**config.mk**
```make
export PLATFORM = sky130hd
export DESIGN_NAME = fullxor_sched
export DESIGN_NICKNAME = d
export VERILOG_FILES = /design/src/rtl/fullxor_sched.sv
export SDC_FILE = /design/constraint.sdc
export NUM_CORES = 1
export LEC_CHECK = 0
export BUFFER_PORTS_ARGS = -buffer_cell sky130_fd_sc_hd__clkbuf_2
export CAP_MARGIN = 20
export CORE_AREA = 3 3 197 199
export CTS_CLUSTER_DIAMETER = 120
export CTS_CLUSTER_SIZE = 20
export DETAILED_ROUTE_END_ITERATION = 16
export DIE_AREA = 0 0 200 202
export GPL_TIMING_DRIVEN = 0
export PLACE_DENSITY = 0.31
export RECOVER_POWER = 25
export REMOVE_ABC_BUFFERS = 1
export SYNTH_ARGS = -nofsm -noshare
export SYNTH_HDL_FRONTEND = slang
export SYNTH_SLANG_ARGS = --single-unit
export TNS_END_PERCENT = 30
```
**constraint.sdc**
```tcl
create_clock -name clk_i -period 2.2 [get_ports clk_i]
set_clock_uncertainty 0.15 [all_clocks]
set_input_delay 0.44 -clock clk_i [delete_from_list [all_inputs] [get_ports clk_i]]
set_output_delay 0.44 -clock clk_i [all_outputs]
set_load 0.05 [all_outputs]
```
**src/rtl/fullxor_sched.sv**
```systemverilog
// fullxor_sched: round-robin front end for one shared FullXOR share-recombination
// pipeline. Each accepted masked operand is fused with one fresh randomness word,
// issued into the pipeline, and its requester ID is tracked in lockstep so that the
// unmasked result can be returned with the ID in a valid/ready output register.
//
// Handshakes (all single-clock, strict valid/ready):
//   - requester r: transfer when i_req_vld[r] & o_req_rdy[r]; the requester holds
//     i_req_vld/i_req_x stable until it sees o_req_rdy[r].
//   - randomness:  a word is consumed when i_rnd_vld & o_rnd_rdy; o_rnd_rdy is
//     only raised on an issue, so every word feeds exactly one operation.
//   - response:    transfer when o_rsp_vld & i_rsp_rdy; o_rsp_* hold while
//     o_rsp_vld & ~i_rsp_rdy.
module fullxor_sched #(
  parameter int K_WIDTH  = 32,
  parameter int N_SHARES = 3,
  parameter int RANDNUM  = 2,
  parameter int LAYERS   = 2,
  parameter int N_REQ    = 2,
  parameter int ID_W     = 1,
  parameter int CNT_W    = 16
) (
  input  logic                                 clk_i,
  input  logic                                 rst_ni,
  input  logic [N_REQ-1:0]                     i_req_vld,
  input  logic [N_REQ*K_WIDTH*N_SHARES-1:0]    i_req_x,
  output logic [N_REQ-1:0]                     o_req_rdy,
  input  logic                                 i_rnd_vld,
  input  logic [K_WIDTH*RANDNUM-1:0]           i_rnd,
  output logic                                 o_rnd_rdy,
  output logic [K_WIDTH*N_SHARES-1:0]          o_dp_x,
  output logic [K_WIDTH*RANDNUM-1:0]           o_dp_n,
  output logic                                 o_dp_dvld,
  output logic                                 o_dp_rvld,
  input  logic [K_WIDTH-1:0]                   i_dp_z,
  input  logic                                 i_dp_dvld,
  output logic                                 o_rsp_vld,
  output logic [K_WIDTH-1:0]                   o_rsp_z,
  output logic [ID_W-1:0]                      o_rsp_id,
  input  logic                                 i_rsp_rdy,
  output logic [CNT_W-1:0]                     o_starve_cnt
);

  localparam int XW = K_WIDTH * N_SHARES;

  logic                   w_adv;
  logic                   w_any;
  logic                   w_issue;
  logic                   w_starve;
  logic                   w_found;
  logic [ID_W-1:0]        w_grant;
  logic [ID_W-1:0]        w_ptr_nxt;

  logic [ID_W-1:0]        r_ptr;
  logic [ID_W-1:0]        r_id_pipe [LAYERS];
  logic                   r_rsp_vld;
  logic [K_WIDTH-1:0]     r_rsp_z;
  logic [ID_W-1:0]        r_rsp_id;
  logic [CNT_W-1:0]       r_starve;

  // The whole pipeline advances whenever the output register can take a result.
  assign w_adv    = ~r_rsp_vld | i_rsp_rdy;
  assign w_any    = |i_req_vld;
  // Holding rst_ni in the issue term keeps every strobe low while in reset.
  assign w_issue  = rst_ni & w_adv & w_any & i_rnd_vld;
  assign w_starve = w_adv & w_any & ~i_rnd_vld;

  // Round-robin search: first scan from the pointer up to the top, then wrap to 0.
  always_comb begin
    w_found = 1'b0;
    w_grant = '0;
    for (int i = 0; i < N_REQ; i++) begin
      if (!w_found && i_req_vld[i] && (i >= int'(r_ptr))) begin
        w_found = 1'b1;
        w_grant = ID_W'(i);
      end
    end
    for (int i = 0; i < N_REQ; i++) begin
      if (!w_found && i_req_vld[i]) begin
        w_found = 1'b1;
        w_grant = ID_W'(i);
      end
    end
  end

  // Pointer moves one past the granted requester, wrapping at N_REQ.
  assign w_ptr_nxt = (w_grant == ID_W'(N_REQ - 1)) ? '0 : w_grant + 1'b1;

  // One-hot accept and operand mux for the granted requester.
  always_comb begin
    o_req_rdy = '0;
    o_dp_x    = '0;
    for (int i = 0; i < N_REQ; i++) begin
      if (w_grant == ID_W'(i)) begin
        o_req_rdy[i] = w_issue;
        o_dp_x       = i_req_x[i*XW +: XW];
      end
    end
  end

  assign o_dp_n       = i_rnd;
  assign o_dp_dvld    = w_issue;
  assign o_rnd_rdy    = w_issue;
  assign o_dp_rvld    = w_adv;
  assign o_rsp_vld    = r_rsp_vld;
  assign o_rsp_z      = r_rsp_z;
  assign o_rsp_id     = r_rsp_id;
  assign o_starve_cnt = r_starve;

  // Round-robin pointer register, updated only when an operation is issued.
  always_ff @(posedge clk_i or negedge rst_ni) begin
    if (!rst_ni) begin
      r_ptr <= '0;
    end else if (w_issue) begin
      r_ptr <= w_ptr_nxt;
    end
  end

  // ID shift register mirroring the datapath depth; frozen whenever the datapath is.
  always_ff @(posedge clk_i or negedge rst_ni) begin
    if (!rst_ni) begin
      for (int i = 0; i < LAYERS; i++) begin
        r_id_pipe[i] <= '0;
      end
    end else if (w_adv) begin
      if (w_issue) begin
        r_id_pipe[0] <= w_grant;
      end
      for (int i = 1; i < LAYERS; i++) begin
        r_id_pipe[i] <= r_id_pipe[i-1];
      end
    end
  end

  // Output register: a new result takes priority so drain+load gives no bubble.
  always_ff @(posedge clk_i or negedge rst_ni) begin
    if (!rst_ni) begin
      r_rsp_vld <= 1'b0;
      r_rsp_z   <= '0;
      r_rsp_id  <= '0;
    end else if (w_adv && i_dp_dvld) begin
      r_rsp_vld <= 1'b1;
      r_rsp_z   <= i_dp_z;
      r_rsp_id  <= r_id_pipe[LAYERS-1];
    end else if (i_rsp_rdy) begin
      r_rsp_vld <= 1'b0;
    end
  end

  // Saturating count of cycles where work was waiting only on randomness.
  always_ff @(posedge clk_i or negedge rst_ni) begin
    if (!rst_ni) begin
      r_starve <= '0;
    end else if (w_starve && (r_starve != {CNT_W{1'b1}})) begin
      r_starve <= r_starve + 1'b1;
    end
  end

endmodule

```
==> impl_metrics.csv, run 1 <==
group,metric,value,unit
worst_setup_path,crit_fanout,8,
timing,hold_viol,53,
floorplanning,die_height,202,um
clocking,htreeDepth,2,
cells_and_area,drive_gt1_share,83.0,%
clocking,cts_made_buffers,5,
timing,rsz0062_at_grt,"yes",
cells_and_area,stdcell_count,1175,
yosys,yosysSeqAreaShare,34.5,%
place,dp_slack,-0.970,ns
yosys,syn_avg_cell_area,11.5,um^2
floorplanning,rows,71,
cells_and_area,fin_nets,959,
cells_and_area,areaGrowthSynthToFinish,103,%
routing,drt_iter0_markers,107,
timing,hold_slack,-0.126,ns
yosys,synth-seq-cells,53,
clocking,cts.sinks,53,
timing,timing.final.crit_share,113,%
pwr,intPower,3.00,mW
pwr,max-vdd-ir-drop,0.000274,V
yosys,yosysWarnings,0,
floorplanning,ioPinCount,510,
yosys,ys.flop_type,"dfrtp_1",
timing,worst_slew_pin_slew,0.625,ns
yosys,synth_common_cells,"mux2_2, buf_4, dfrtp_1",
global_routing,grt_use_total,12.8,%
yosys,synth_cell_types,31,
floorplanning,fp.dieArea,40400,um^2
global_routing,grt_overflow,0,
job,drv_cap,0,
status,violations,"hold timing, setup timing",
floorplanning,coreArea,37400,um^2
floorplanning,start_util,10.3,%
timing,finalSetupViolCount,97,
yosys,synth_top_cells_by_area,"mux2_2, dfrtp_1, buf_4, xnor2_1, buf_2",
cells_and_area,stdcell_area,7790,um^2
timing,max_freq,0.403,GHz
timing,drv_slew,0,
yosys,yosysTopAreaCell,"mux2_2",
clocking,cts_root_buffer,"clkbuf_16",
pwr,leakage,3.93,nW
pwr,power.total,5.50,mW
clocking,clk_latency,0.31,ns
global_routing,grt_pass1_wl,35700,um
global_routing,grt_pass1_vias,4370,
routing,ant_nets,0,
pwr,sequentialPowerShare,23.4,%
routing,first_pass_iters,4,
place,place_congestion,0.772,
place,dp_hpwl,22500,um
routing,wl_per_cell,23.2,um
yosys,synth.top_cell.area_share,38.1,%
worst_setup_path,crit_required,1.61,ns
yosys,synthesis.area,3840,um^2
global_routing,grt_max_degree,55,
cells_and_area,finalCoreUtilization,20.8,%
status,status,"finished, violations left",
worst_setup_path,cp.arrival,1.89,ns
clocking,cts_tree,"built",
pwr,powerDensity,706,nW/um^2
floorplanning,die_w,200,um
routing,drc_errors,0,
yosys,synth-edff-count,0,
clocking,clk_pin_slew,0.07,ns
yosys,yosysMostFrequentCell,"mux2_2",
yosys,synthArstFlopShare,100,%
worst_setup_path,cp-end-kind,"output port",
routing,via_count,4069,
place,placed_cell_area,5900,um^2
pwr,p_sw,2.50,mW
timing,setup_slack,-0.282,ns
routing,vias_per_cell,3.46,
routing,drt_wl_total,27300,um
worst_setup_path,path_class,"reg -> out",
yosys,syn_inst,334,
place,portBuffers,381,
pwr,p_comb_share,59.6,%
pwr,clkPwrFrac,17.1,%
timing,min_period,2.48,ns
clocking,cts_buffer_depth,2,
place,place_inst,1149,
worst_hold_path,hold_class,"in -> async",
worst_setup_path,startpoint_type,"register",
timing,setup_tns,-21.15,ns
global_routing,antenna_found_initial,4,
timing,relSlewSlack,58.0,%
pwr,switching_share,45.4,%
==> cell families (layout without fill, tap and decap cells) <==
logic type	after synthesis	in the layout	synth area share, %
AO/OA/AOI/OAI	14	14	2.64
buffers and inverters	84	413	15.4
XOR/XNOR	11	11	2.51
adder cells (fa/ha/maj)	1	1	0.326
multiplexers	130	130	38.1
flip-flops	53	53	34.5
AND/OR/NAND/NOR	41	41	6.48
other	0	1	0
==> sequential cells by signal, summed over array words and instances, names as in the netlist <==
signal / flops
o_starve_cnt: 16
o_rsp_z: 32
r_id_pipe: 2
o_rsp_vld: 1
o_rsp_id: 1
r_ptr: 1
==> final cells by class <==
| class | count | area (um^2) |
|---|---|---|
| fillers | 4126 | 29600 |
| inverters | 3 | 11.3 |
| well taps | 511 | 639 |
| multi-input cells | 197 | 2250 |
| clock inverters | 2 | 38.8 |
| diodes | 1 | 2.50 |
| repair buffers | 403 | 3390 |
| flip-flops and latches | 53 | 1330 |
| clock buffers | 5 | 125 |
==> repair_timing <==
action                                  CTS  global route
pin swaps                                 1             1
gates resized for setup                 230           146
endpoints found under the setup margin  127           100
setup buffers                             5             3
cloned                                    6             4
hold endpoints to repair                 53            53
==> worst max-delay path, stage by stage, from the launching register on <==
cell and delay [ns]:
dfrtp_1 0.42, o21ai_4 0.15, buf_12 0.17, buf_12 0.15
buf_16 0.15, mux2_4 0.34, clkbuf_16 0.18
==> final timing paths <==
path                                       from          endpoint  slack, ns  cells past startpoint
worst max-delay path                      r_ptr        o_dp_x[25]      -0.28                      6
max in group asynchronous                rst_ni      r_id_pipe[1]       1.78                      1
worst min-delay path                     rst_ni       o_rsp_z[29]      -0.13                      1
worst min register to register     r_id_pipe[0]      r_id_pipe[0]       0.35                      2
worst max register to register  o_starve_cnt[0]  o_starve_cnt[10]       0.27                      5
min in group clk_i                   i_dp_z[15]       o_rsp_z[15]       0.21                      2
==> layer usage <==
metal / vias to the layer above / GRT usage [%] / part of all wire, %
met1: 1868 / 12.9 / 33
met3: 36 / 9.78 / 16
met4: 10 / 3.94 / 3.1
met2: 376 / 20.3 / 47
met5: - / 3.33 / 0.66
li1: 1779 / - / -
==> power groups by stage <==
| stage | logic (mW) | clock network (mW) | registers [mW] |
|---|---|---|---|
| final | 3.27 | 0.938 | 1.28 |
| after global routing | 3.41 | 1.03 | 1.32 |
| after CTS | 3.07 | 1.00 | 1.29 |
| after detailed placement | 2.56 | 0 | 1.31 |
| after global placement | 2.56 | 0 | 1.30 |
| after floorplan | 1.21 | 0 | 1.82 |
==> cell usage in the layout, fill, tap and decap left out, types with 3 or more instances in the layout <==
master     netlist  routed
clkbuf_2         0     281
nor2_1           4       4
clkbuf_16        0      17
xnor2_1          9       9
nand3_1          5       5
buf_8            0      81
nand2_1          5       4
a31oi_1          4       4
and3_1           5       5
buf_12           0       5
mux2_4           0      80
dfrtp_1         53      53
nand4_1          8       8
clkbuf_4         0       7
buf_4           65       4
mux2_2         130      50
buf_16           0       7
inv_1            3       3
clkbuf_8         0       3
No activity file was read; power rests on OpenSTA's default activity.
==> run 2: changes to the inputs <==
- SETUP_SLACK_MARGIN: unset -> 0.1
==> impl_metrics.csv, run 2 (synthesis gave the netlist of run 1 again) <==
group,metric,value,unit
timing,finalSetupViolCount,97,
worst_setup_path,cp.buffers_inverters,4,
global_routing,grt_use_total,12.8,%
routing,wl_per_cell,23.2,um
pwr,powerDensity,705,nW/um^2
place,portBuffers,381,
cells_and_area,fillerInstances,4122,
worst_setup_path,crit_path_max_incr_delay,0.42,ns
routing,first_pass_iters,4,
routing,via_count,4051,
clocking,htreeDepth,2,
timing,max_freq,0.403,GHz
cells_and_area,final_common_cell,"clkbuf_2",
floorplanning,die_height,202,um
routing,ant_nets,0,
routing,drt_wl_total,27300,um
clocking,cts.sinks,53,
clocking,cts_buffer_depth,2,
cells_and_area,stdcell_count,1175,
timing,rsz0062_at_grt,"yes",
timing,worst_slew_pin_slew,0.634,ns
floorplanning,rows,71,
cells_and_area,fin_nets,959,
floorplanning,fp.dieArea,40400,um^2
timing,drv_slew,0,
worst_setup_path,path_delay_family,"buffers and inverters",
clocking,cts_root_buffer,"clkbuf_16",
worst_setup_path,crit_fanout,8,
place,place_congestion,0.772,
cells_and_area,areaGrowthSynthToFinish,103,%
timing,hold_slack,-0.119,ns
timing,min_period,2.48,ns
clocking,clk_pin_slew,0.07,ns
cells_and_area,largest_register_ffs,32,
pwr,leakage,3.93,nW
worst_setup_path,path_cells,"o21ai_4, buf_12, buf_12, buf_16, mux2_4, clkbuf_16",
worst_setup_path,cp_common_cell,"buf_12",
floorplanning,coreArea,37400,um^2
status,violations,"hold timing, setup timing",
timing,relSlewSlack,57.4,%
global_routing,grt_overflow,0,
routing,vias_per_cell,3.45,
worst_setup_path,crit_required,1.61,ns
clocking,cts_tree,"built",
cells_and_area,layout_common_cells,"clkbuf_2, buf_8, mux2_4",
worst_setup_path,cp-end-kind,"output port",
place,place_inst,1149,
floorplanning,die_w,200,um
worst_hold_path,hold_class,"in -> async",
global_routing,antenna_found_initial,4,
floorplanning,start_util,10.3,%
status,status,"finished, violations left",
cells_and_area,finalCoreUtilization,20.9,%
job,drv_cap,0,
timing,setup_slack,-0.283,ns
clocking,cts_made_buffers,5,
floorplanning,ioPinCount,510,
pwr,max-vdd-ir-drop,0.000272,V
worst_setup_path,cp.arrival,1.89,ns
pwr,power.total,5.50,mW
worst_setup_path,startpoint_type,"register",
routing,drc_errors,0,
place,dp_hpwl,22500,um
global_routing,grt_pass1_vias,4370,
cells_and_area,drive_gt1_share,83.0,%
timing,timing.final.crit_share,113,%
clocking,clk_latency,0.31,ns
timing,hold_viol,53,
global_routing,grt_max_degree,55,
global_routing,grt_pass1_wl,35700,um
worst_setup_path,worst_path_max_delay_cell,"dfrtp_1",
routing,drt_iter0_markers,118,
worst_setup_path,path_class,"reg -> out",
==> run 2: worst paths after layout <==
path	start	endpoint	slack (ns)	cells after the start
max	r_ptr	o_dp_x[25]	-0.28	6
min	rst_ni	o_rsp_z[29]	-0.12	1
max reg2reg	o_starve_cnt[0]	o_starve_cnt[10]	0.26	5
min reg2reg	r_id_pipe[0]	r_id_pipe[0]	0.35	2
max in group asynchronous	rst_ni	o_rsp_z[25]	1.77	1
min in group clk_i	i_dp_z[15]	o_rsp_z[15]	0.21	2
==> run 2: per-layer routing <==
layer / vias to the layer above / wire (um) / GRT usage (%)
met5: - / 160 / 3.33
met2: 374 / 12700 / 20.3
li1: 1779 / - / -
met1: 1854 / 9020 / 12.9
met4: 8 / 845 / 3.94
met3: 36 / 4540 / 9.85
==> run 2: area by class of cell <==
type	instances	area, um^2	share of cell area (%)
inverters	3	11.3	0.144
repair buffers	403	3410	43.6
clock buffers	5	125	1.60
multi-input cells	197	2250	28.9
flip-flops and latches	53	1330	17.0
well taps	511	639	8.19
clock inverters	2	38.8	0.497
diodes	1	2.50	0.0321
==> run 2: through the flow <==
step / area, um^2 / setup WS, ns / setup TNS (ns)
6_report: 7800 / -0.283 / -21.30
5_1_grt: 7800 / -0.343 / -27.08
3_3_place_gp: 5810 / -3.69 / -393.87
4_1_cts: 7330 / -0.339 / -29.17
2_1_floorplan: 3260 / -2.52 / -235.85
3_5_place_dp: 5900 / -0.970 / -53.19
==> run 2: timing repair <==
action / 4_1_cts / 5_1_grt
gates resized for setup: 234 / 145
endpoints found under the setup margin: 136 / 105
pin swaps: 1 / 1
buffers inserted: 5 / 3
gates cloned: 6 / 4
hold endpoints to repair: 53 / 53
==> run 2: where the power goes <==
part | leakage [nW] | total [mW] | internal, mW | switching [mW]
clock network | 0.0803 | 0.937 | 0.537 | 0.401
logic | 3.21 | 3.28 | 1.33 | 1.95
registers | 0.642 | 1.28 | 1.14 | 0.144
==> run 3: changes to the inputs <==
- GPL_ROUTABILITY_DRIVEN: unset -> 0
- PLACE_DENSITY: 0.31 -> unset
- PLACE_DENSITY_LB_ADDON: unset -> 0.05
==> impl_metrics.csv, run 3 (synthesis gave the netlist of run 1 again) <==
group,metric,value,unit
worst_setup_path,r2r-start,"o_rsp_vld",
clocking,cts_root_buffer,"clkbuf_16",
worst_hold_path,hold_depth,2,
floorplanning,fp.dieArea,40400,um^2
status,violations,"setup timing",
routing,via_count,4069,
worst_hold_path,min_from,"i_dp_z[24]",
worst_setup_path,crit_fanout,5,
timing,worst_slew_pin_slew,0.572,ns
floorplanning,die_height,202,um
global_routing,antenna_found_initial,4,
status,status,"finished, violations left",
global_routing,grt_overflow,0,
worst_setup_path,path_class,"reg -> out",
clocking,cts_made_buffers,5,
global_routing,grt_use_total,12.8,%
clocking,htreeDepth,2,
cells_and_area,final_common_cell,"clkbuf_2",
job,drv_cap,0,
cells_and_area,fin_nets,964,
clocking,clk_pin_slew,0.08,ns
floorplanning,die_w,200,um
pwr,max-vdd-ir-drop,0.000282,V
timing,setup_tns,-18.71,ns
worst_setup_path,r2r_cells,5,
timing,relSlewSlack,61.6,%
worst_setup_path,r2r-end,"o_starve_cnt[1]",
timing,rsz0062_at_grt,"yes",
timing,setup_slack,-0.236,ns
clocking,cts_tree,"built",
floorplanning,rows,71,
cells_and_area,layout_common_cells,"clkbuf_2, mux2_2, dfrtp_1",
cells_and_area,largest_register_ffs,32,
worst_setup_path,crit_required,1.61,ns
timing,min_period,2.44,ns
worst_setup_path,r2r_slack,0.23,ns
clocking,cts_buffer_depth,2,
timing,max_freq,0.410,GHz
cells_and_area,finalCoreUtilization,21.0,%
worst_hold_path,hold_end,"o_rsp_z[24]",
worst_setup_path,startpoint_type,"register",
routing,vias_per_cell,3.45,
global_routing,grt_pass1_wl,36300,um
timing,timing.final.crit_share,111,%
global_routing,grt_max_degree,34,
clocking,cts.sinks,53,
routing,drt_iter0_markers,102,
routing,drt_wl_total,26800,um
worst_hold_path,hold_class,"in -> reg",
pwr,powerDensity,684,nW/um^2
timing,hold_viol,0,
routing,wl_per_cell,22.7,um
routing,drc_errors,0,
routing,first_pass_iters,4,
cells_and_area,areaGrowthSynthToFinish,104,%
timing,finalSetupViolCount,96,
place,dp_hpwl,21900,um
place,portBuffers,381,
floorplanning,start_util,10.3,%
floorplanning,ioPinCount,510,
worst_setup_path,cp.arrival,1.85,ns
clocking,clk_latency,0.31,ns
timing,drv_slew,0,
global_routing,grt_pass1_vias,4535,
floorplanning,coreArea,37400,um^2
worst_setup_path,cp-end-kind,"output port",
pwr,leakage,3.87,nW
routing,ant_nets,0,
cells_and_area,drive_gt1_share,82.8,%
## run 3: cell count changes in the layout (fill, tap and decap cells not counted), sizes merged
cell	previous run	this run
clkinv	0	1
inv	4	3
bufinv	1	0
clkbuf	309	363
bufbuf	1	0
dlygate4sd3	0	2
buf	98	50
## run 3: final cells by class
cell class	count	area, um^2
Fill cell	4155	29600
Timing Repair Buffer	408	3570
Multi-Input combinational cell	197	2140
Sequential cell	53	1330
Tap cell	511	639
Clock buffer	7	153
Inverter	3	11.3
Clock inverter	1	5.00
Antenna cell	1	2.50
## run 3: how the worst max path moves through the flow
stage | from | to | cells after the start
final | r_ptr | o_dp_x[25] | 6
after global placement | i_req_vld[0] | o_dp_x[35] | 5
after floorplan | i_req_vld[0] | r_id_pipe[1] | 4
after detailed placement | rst_ni | o_req_rdy[1] | 5
after global routing | r_ptr | o_dp_x[25] | 6
after CTS | r_ptr | o_dp_x[7] | 7
## run 3: what timing repair did
item                                    in CTS  in global routing
endpoints found under the setup margin     136                104
hold buffers                                 3                  0
endpoints found under the hold margin       53                  0
resized for setup                          268                 48
cloned                                       6                  2
buffers inserted                            12                  2
pin swaps                                    2                  1
## run 3: power by group
group          leakage [nW]  switching (mW)  internal (mW)  total (mW)
clock network        0.0799           0.393          0.484       0.877
logic                  3.15            1.89           1.31        3.20
registers             0.642           0.156           1.14        1.30
total                  3.87            2.44           2.93        5.37
## run 3: metrics by stage
step / setup WS [ns] / cell area, um^2 / instances / total power [mW] / hold WS (ns)
2_1_floorplan: -2.52 / 3260 / 253 / 3.04 / -0.00559
3_3_place_gp: -3.54 / 5810 / 1145 / 3.84 / 0.339
3_5_place_dp: -0.859 / 5880 / 1148 / 3.83 / 0.343
4_1_cts: -0.374 / 7690 / 1177 / 5.42 / 0.190
5_1_grt: -0.327 / 7840 / 1180 / 5.65 / 0.198
6_report: -0.236 / 7850 / 1181 / 5.37 / 0.216
## run 3: layer usage
metal	global-route usage [%]	wire [um]	part of all wire (%)
met4	3.46	530	2.0
met3	10.7	4680	17
met1	12.7	9030	34
met2	19.8	12300	46
met5	4.20	251	0.94
## run 3: critical path, cell delays in order (launching register included)
cell	delay (ns)
dfrtp_1	0.41
o21ai_4	0.17
buf_12	0.15
buf_16	0.15
buf_12	0.12
mux2_2	0.36
buf_8	0.16
